[src/rtl/alu_seq_ctrl.sv]
// Sequencing controller for the 32-bit single-cycle ALU: runs single-pass ops once
// and iterates 1-bit shift/rotate ops Shamt times, with valid/ready request and response.
module alu_seq_ctrl #(
  parameter int SHAMT_W = 5
) (
  input  logic               Clk,
  input  logic               Reset,
  input  logic               ReqValid,
  output logic               ReqReady,
  input  logic [31:0]        ReqA,
  input  logic [31:0]        ReqB,
  input  logic [3:0]         ReqOp,
  input  logic [SHAMT_W-1:0] ReqShamt,
  output logic               RspValid,
  input  logic               RspReady,
  output logic [31:0]        RspOut,
  output logic               RspZero,
  output logic               RspErr,
  output logic               Busy,
  output logic [31:0]        AluA,
  output logic [31:0]        AluB,
  output logic [3:0]         AluOp,
  input  logic [31:0]        AluOut,
  input  logic               AluZero
);

  typedef enum logic [1:0] {IDLE, EXEC, SHIFT, DONE} state_t;

  state_t               state, next_state;
  logic [31:0]          a_reg, b_reg, acc;
  logic [3:0]           op_reg;
  logic [SHAMT_W-1:0]   cnt;
  logic                 accept, req_single, req_shift;

  function automatic logic is_single(input logic [3:0] op);
    return op inside {4'b0000, 4'b0001, 4'b0010, 4'b0011, 4'b0100};
  endfunction

  function automatic logic is_shift(input logic [3:0] op);
    return op inside {4'b1000, 4'b1010, 4'b1001, 4'b1100, 4'b1101};
  endfunction

  assign req_single = is_single(ReqOp);
  assign req_shift  = is_shift(ReqOp);
  assign accept     = (state == IDLE) && ReqValid;

  // NOTE: state and datapath registers use non-blocking assignments so every
  // flop samples the pre-edge values, independent of process ordering.
  always_ff @(posedge Clk or posedge Reset) begin
    if (Reset) state <= IDLE;
    else       state <= next_state;
  end

  // NOTE: every output of this block gets a default before the case, so no
  // path leaves a signal unassigned and no latch is inferred.
  always_comb begin
    next_state = state;
    ReqReady   = 1'b0;
    RspValid   = 1'b0;
    Busy       = 1'b1;
    AluA       = '0;
    AluB       = '0;
    AluOp      = '0;
    case (state)
      IDLE: begin
        ReqReady = 1'b1;
        Busy     = 1'b0;
        if (ReqValid) begin
          if (req_single)                    next_state = EXEC;
          else if (req_shift && ReqShamt != '0) next_state = SHIFT;
          else                               next_state = DONE;
        end
      end
      EXEC: begin
        AluA       = a_reg;
        AluB       = b_reg;
        AluOp      = op_reg;
        next_state = DONE;
      end
      SHIFT: begin
        AluA  = acc;
        AluB  = b_reg;
        AluOp = op_reg;
        if (cnt == SHAMT_W'(1)) next_state = DONE;
      end
      DONE: begin
        RspValid = 1'b1;
        if (RspReady) next_state = IDLE;
      end
      default: next_state = IDLE;
    endcase
  end

  // Response registers hold their last value until the next result is produced.
  always_ff @(posedge Clk or posedge Reset) begin
    if (Reset) begin
      a_reg   <= '0;
      b_reg   <= '0;
      op_reg  <= '0;
      acc     <= '0;
      cnt     <= '0;
      RspOut  <= '0;
      RspZero <= 1'b0;
      RspErr  <= 1'b0;
    end else begin
      if (accept) begin
        a_reg  <= ReqA;
        b_reg  <= ReqB;
        op_reg <= ReqOp;
        acc    <= ReqA;
        cnt    <= ReqShamt;
        if (!req_single && !req_shift) begin
          RspOut  <= '0;
          RspZero <= 1'b0;
          RspErr  <= 1'b1;
        end else if (req_shift && ReqShamt == '0) begin
          RspOut  <= ReqA;
          RspZero <= (ReqA == '0);
          RspErr  <= 1'b0;
        end
      end
      if (state == EXEC) begin
        RspOut  <= AluOut;
        RspZero <= AluZero;
        RspErr  <= 1'b0;
      end
      if (state == SHIFT) begin
        acc <= AluOut;
        cnt <= cnt - 1'b1;
        if (cnt == SHAMT_W'(1)) begin
          RspOut  <= AluOut;
          RspZero <= AluZero;
          RspErr  <= 1'b0;
        end
      end
    end
  end

endmodule

[config.mk]
export PLATFORM = sky130hd
export DESIGN_NAME = alu_seq_ctrl
export DESIGN_NICKNAME = d
export VERILOG_FILES = /design/src/rtl/alu_seq_ctrl.sv
export SDC_FILE = /design/constraint.sdc
export NUM_CORES = 1
export LEC_CHECK = 0
export ABC_AREA = 0
export BUFFER_PORTS_ARGS = -buffer_cell sky130_fd_sc_hd__buf_2
export CORE_ASPECT_RATIO = 1.5
export CORE_MARGIN = 2
export CORE_UTILIZATION = 51
export DETAILED_ROUTE_END_ITERATION = 16
export GPL_ROUTABILITY_DRIVEN = 0
export GPL_TIMING_DRIVEN = 0
export PLACE_DENSITY_LB_ADDON = 0.15
export SYNTH_ARGS = -nofsm -noshare
export SYNTH_HDL_FRONTEND = slang
export SYNTH_SLANG_ARGS = --single-unit
[constraint.sdc]
create_clock -name Clk -period 6.8 [get_ports Clk]
set_input_delay 1.36 -clock Clk [delete_from_list [all_inputs] [get_ports Clk]]
set_output_delay 1.36 -clock Clk [all_outputs]
set_load 0.01 [all_outputs]
==> results.cfg <==
[worst_setup_path]
critPathMaxStageDelay_ns = 0.55
critical-path-top-delay-family = buffers and inverters
rrSetupSlack_ns = 4.45
critPathMaxFanout = 10
r2r-end = a_reg[3]
arrival_ns = 2.55
r2r.worst_path.cells = 8
worstReg2RegStart = state[0]
slowest_stage = clkbuf_1
required_ns = 5.44
start_kind = flop
cp-end-kind = output port
cp_num_buf_inv = 4
worstSetupPathType = reg -> out
cp_cell_sequence = inv_1 > ha_1 > clkbuf_1 > clkbuf_1 > a22oi_1 > nor2b_1 > buf_2
crit_path_frequent_cell = clkbuf_1

[detailed_routing]
via_count = 6275
firstDrtPassIters = 4
routed_via_density = 5.363
wl_per_cell_um = 17.14
drc_errors = 0
wl_um = 20050
drtAntennaViolNets = 0
drtIter0Drc = 363

[sta]
fin_skew_ns = 0.01155
relSlewSlack_pct = 54.37
slew_violations = 0
worst_pin_slew_ns = 0.6845
grt_setup_unrepaired = no
setup_viol = 0
max_freq_ghz = 0.2559
hold_ws_ns = 0.4642
finalWorstSetupSlack_ns = 2.892
finalHoldViolCount = 0
min_period_ns = 3.908
fin_crit_sh_pct = 57.47

[floorplanning]
rows = 51
start_util_pct = 52.35
ios = 215
die_area_um2 = 14390
die_width_um = 98.61
die_y_um = 145.9
core_um2 = 13080

[synth]
syn_avg_cell_area_um2 = 8.963
postSynth.asyncResetShare_pct = 100.0
yosysSeqAreaShare_pct = 51.53
synthDistinctLibCells = 37
synth_edf_count = 0
synth_area_um2 = 6848
synth_ff_type = dfrtp_1
syn-num-nets = 880
ys_ff_latch = 141
ys_warn_count = 0
synthCells = 764

[clock_tree]
cts_hold_buf = 0
cts_resized = 0
cts_made_buffers = 17
clk_root_buffer_cell = clkbuf_16
cts_sinks = 141
worstSkewPairLatency_ns = 0.42
cts_buffer_depth = 2
cts_tree = built
postCtsSetupBuffers = 0
htree_levels = 4
path_clk_slew_ns = 0.06

[final_layout]
mostFrequentLayoutCell = nand2_1
nets = 1114
drive_above_1_share_pct = 26.11
final_area_um2 = 8767
utilization_pct = 67.02
area_growth_pct = 28.03
fin_cells = 1170
fillers = 1128
num_antenna_cells = 0
mostFrequentLayoutCells = 269 x nand2_1, 222 x buf_2, 141 x dfrtp_1

[placement]
dp_hpwl_um = 14620
postPlaceCellArea_um2 = 8150
dp.cells = 1138
numPortBuffers = 214
post-place-ws_ns = 3.323

[outcome]
outcome = complete, no violations

[global_routing]
antenna_found_initial = 0
grt_pass1_vias = 6395
grt_overflow = 0
grt_max_degree = 74
grt_pass1_wl_um = 32400
track_usage_pct = 28.47

[power]
p_switching_mw = 1.780
combPwrFrac_pct = 45.5
p_int_mw = 2.655
swShare_pct = 40.14
irDropWorstVdd_v = 0.0002627
power.leakage_nw = 4.927
p_per_area_nw_per_um2 = 505.8
p_seq_share_pct = 32.7
pwr-share-clk_pct = 21.7

[worst_hold_path]
hold_path_depth = 2
min_to = b_reg[1]
hold_path.startpoint = b_reg[1]
hold_path.class = reg -> reg

[flow_run]
maxCapViolCount = 0
[stage by stage]
step	TNS (ns)	total power [mW]
after floorplan	0	2.731
after global placement	-19.34	3.437
after detailed placement	0	3.484
after CTS	0	4.459
after global routing	0	4.760
final	0	4.435
[per-layer routing]
metal | GRT usage (%) | vias to the layer above | part of all wire, %
met5 | 0 | - | 0
met4 | 9.863 | 0 | 1.6
met3 | 7.589 | 24 | 7.4
met2 | 48.71 | 251 | 51
met1 | 34.59 | 2995 | 40
li1 | - | 3005 | -
[worst reg2reg max path, stage by stage, from the launching register on]
cell and delay (ns):
dfrtp_1 0.39, inv_1 0.08, ha_1 0.22, buf_2 0.18
nand2_1 0.19, clkbuf_1 0.52, clkbuf_1 0.50, nand2_1 0.14
nand2_1 0.09
[area by class of cell]
cell class | instances | area, µm² | share of cell area [%]
flip-flops and latches | 141 | 3528 | 40.25
multi-input cells | 560 | 3054 | 34.84
repair buffers | 215 | 1099 | 12.53
clock buffers | 19 | 452.9 | 5.166
plain buffers | 54 | 231.5 | 2.640
well taps | 159 | 198.9 | 2.269
clock inverters | 13 | 163.9 | 1.870
inverters | 9 | 38.79 | 0.4424
[cell usage after synthesis (2+ instances only)]
cell / number / area, µm²
o21ai_1: 34 / 170.2
xor2_1: 2 / 17.52
dfrtp_1: 141 / 3528
and2_1: 38 / 237.7
clkbuf_1: 37 / 138.9
and3_1: 5 / 31.28
buf_4: 3 / 22.52
nor2b_1: 32 / 200.2
a21oi_1: 35 / 175.2
a211oi_1: 4 / 30.03
nand4b_1: 2 / 17.52
a22oi_1: 33 / 247.7
mux2_1: 3 / 33.78
nand2_1: 269 / 1010
nand4_1: 2 / 12.51
buf_1: 5 / 18.77
nor2_1: 3 / 11.26
ha_1: 6 / 75.07
o21ai_0: 3 / 15.01
a21o_1: 33 / 247.7
mux2i_1: 36 / 360.4
nor4_1: 8 / 50.05
inv_1: 9 / 33.78
buf_2: 8 / 40.04
[power groups by stage]
stage | combinational (mW) | sequential (mW) | clock, mW
after CTS | 2.03 | 1.45 | 0.978
after floorplan | 1.27 | 1.46 | 0
final | 2.02 | 1.45 | 0.964
after detailed placement | 2.02 | 1.46 | 0
after global routing | 2.25 | 1.50 | 1.02
after global placement | 1.99 | 1.45 | 0
[kinds of logic after synthesis]
group / share of synthesized area (%)
mux: 5.756
buf+inv: 3.873
simple gates: 23.81
fa+ha+maj: 1.096
xor+xnor: 0.3838
flops: 51.53
compound gates: 13.56
[how the worst max path moves through the flow]
| stage | end | depth (start not counted) | start |
|---|---|---|---|
| after floorplan | RspErr | 1 | Reset |
| final | AluA[27] | 7 | state[0] |
| after CTS | AluA[27] | 7 | state[0] |
| after detailed placement | AluA[27] | 7 | state[0] |
| after global routing | AluA[27] | 7 | state[0] |
| after global placement | RspOut[19] | 2 | Reset |
(Power assumes the default switching activity.)
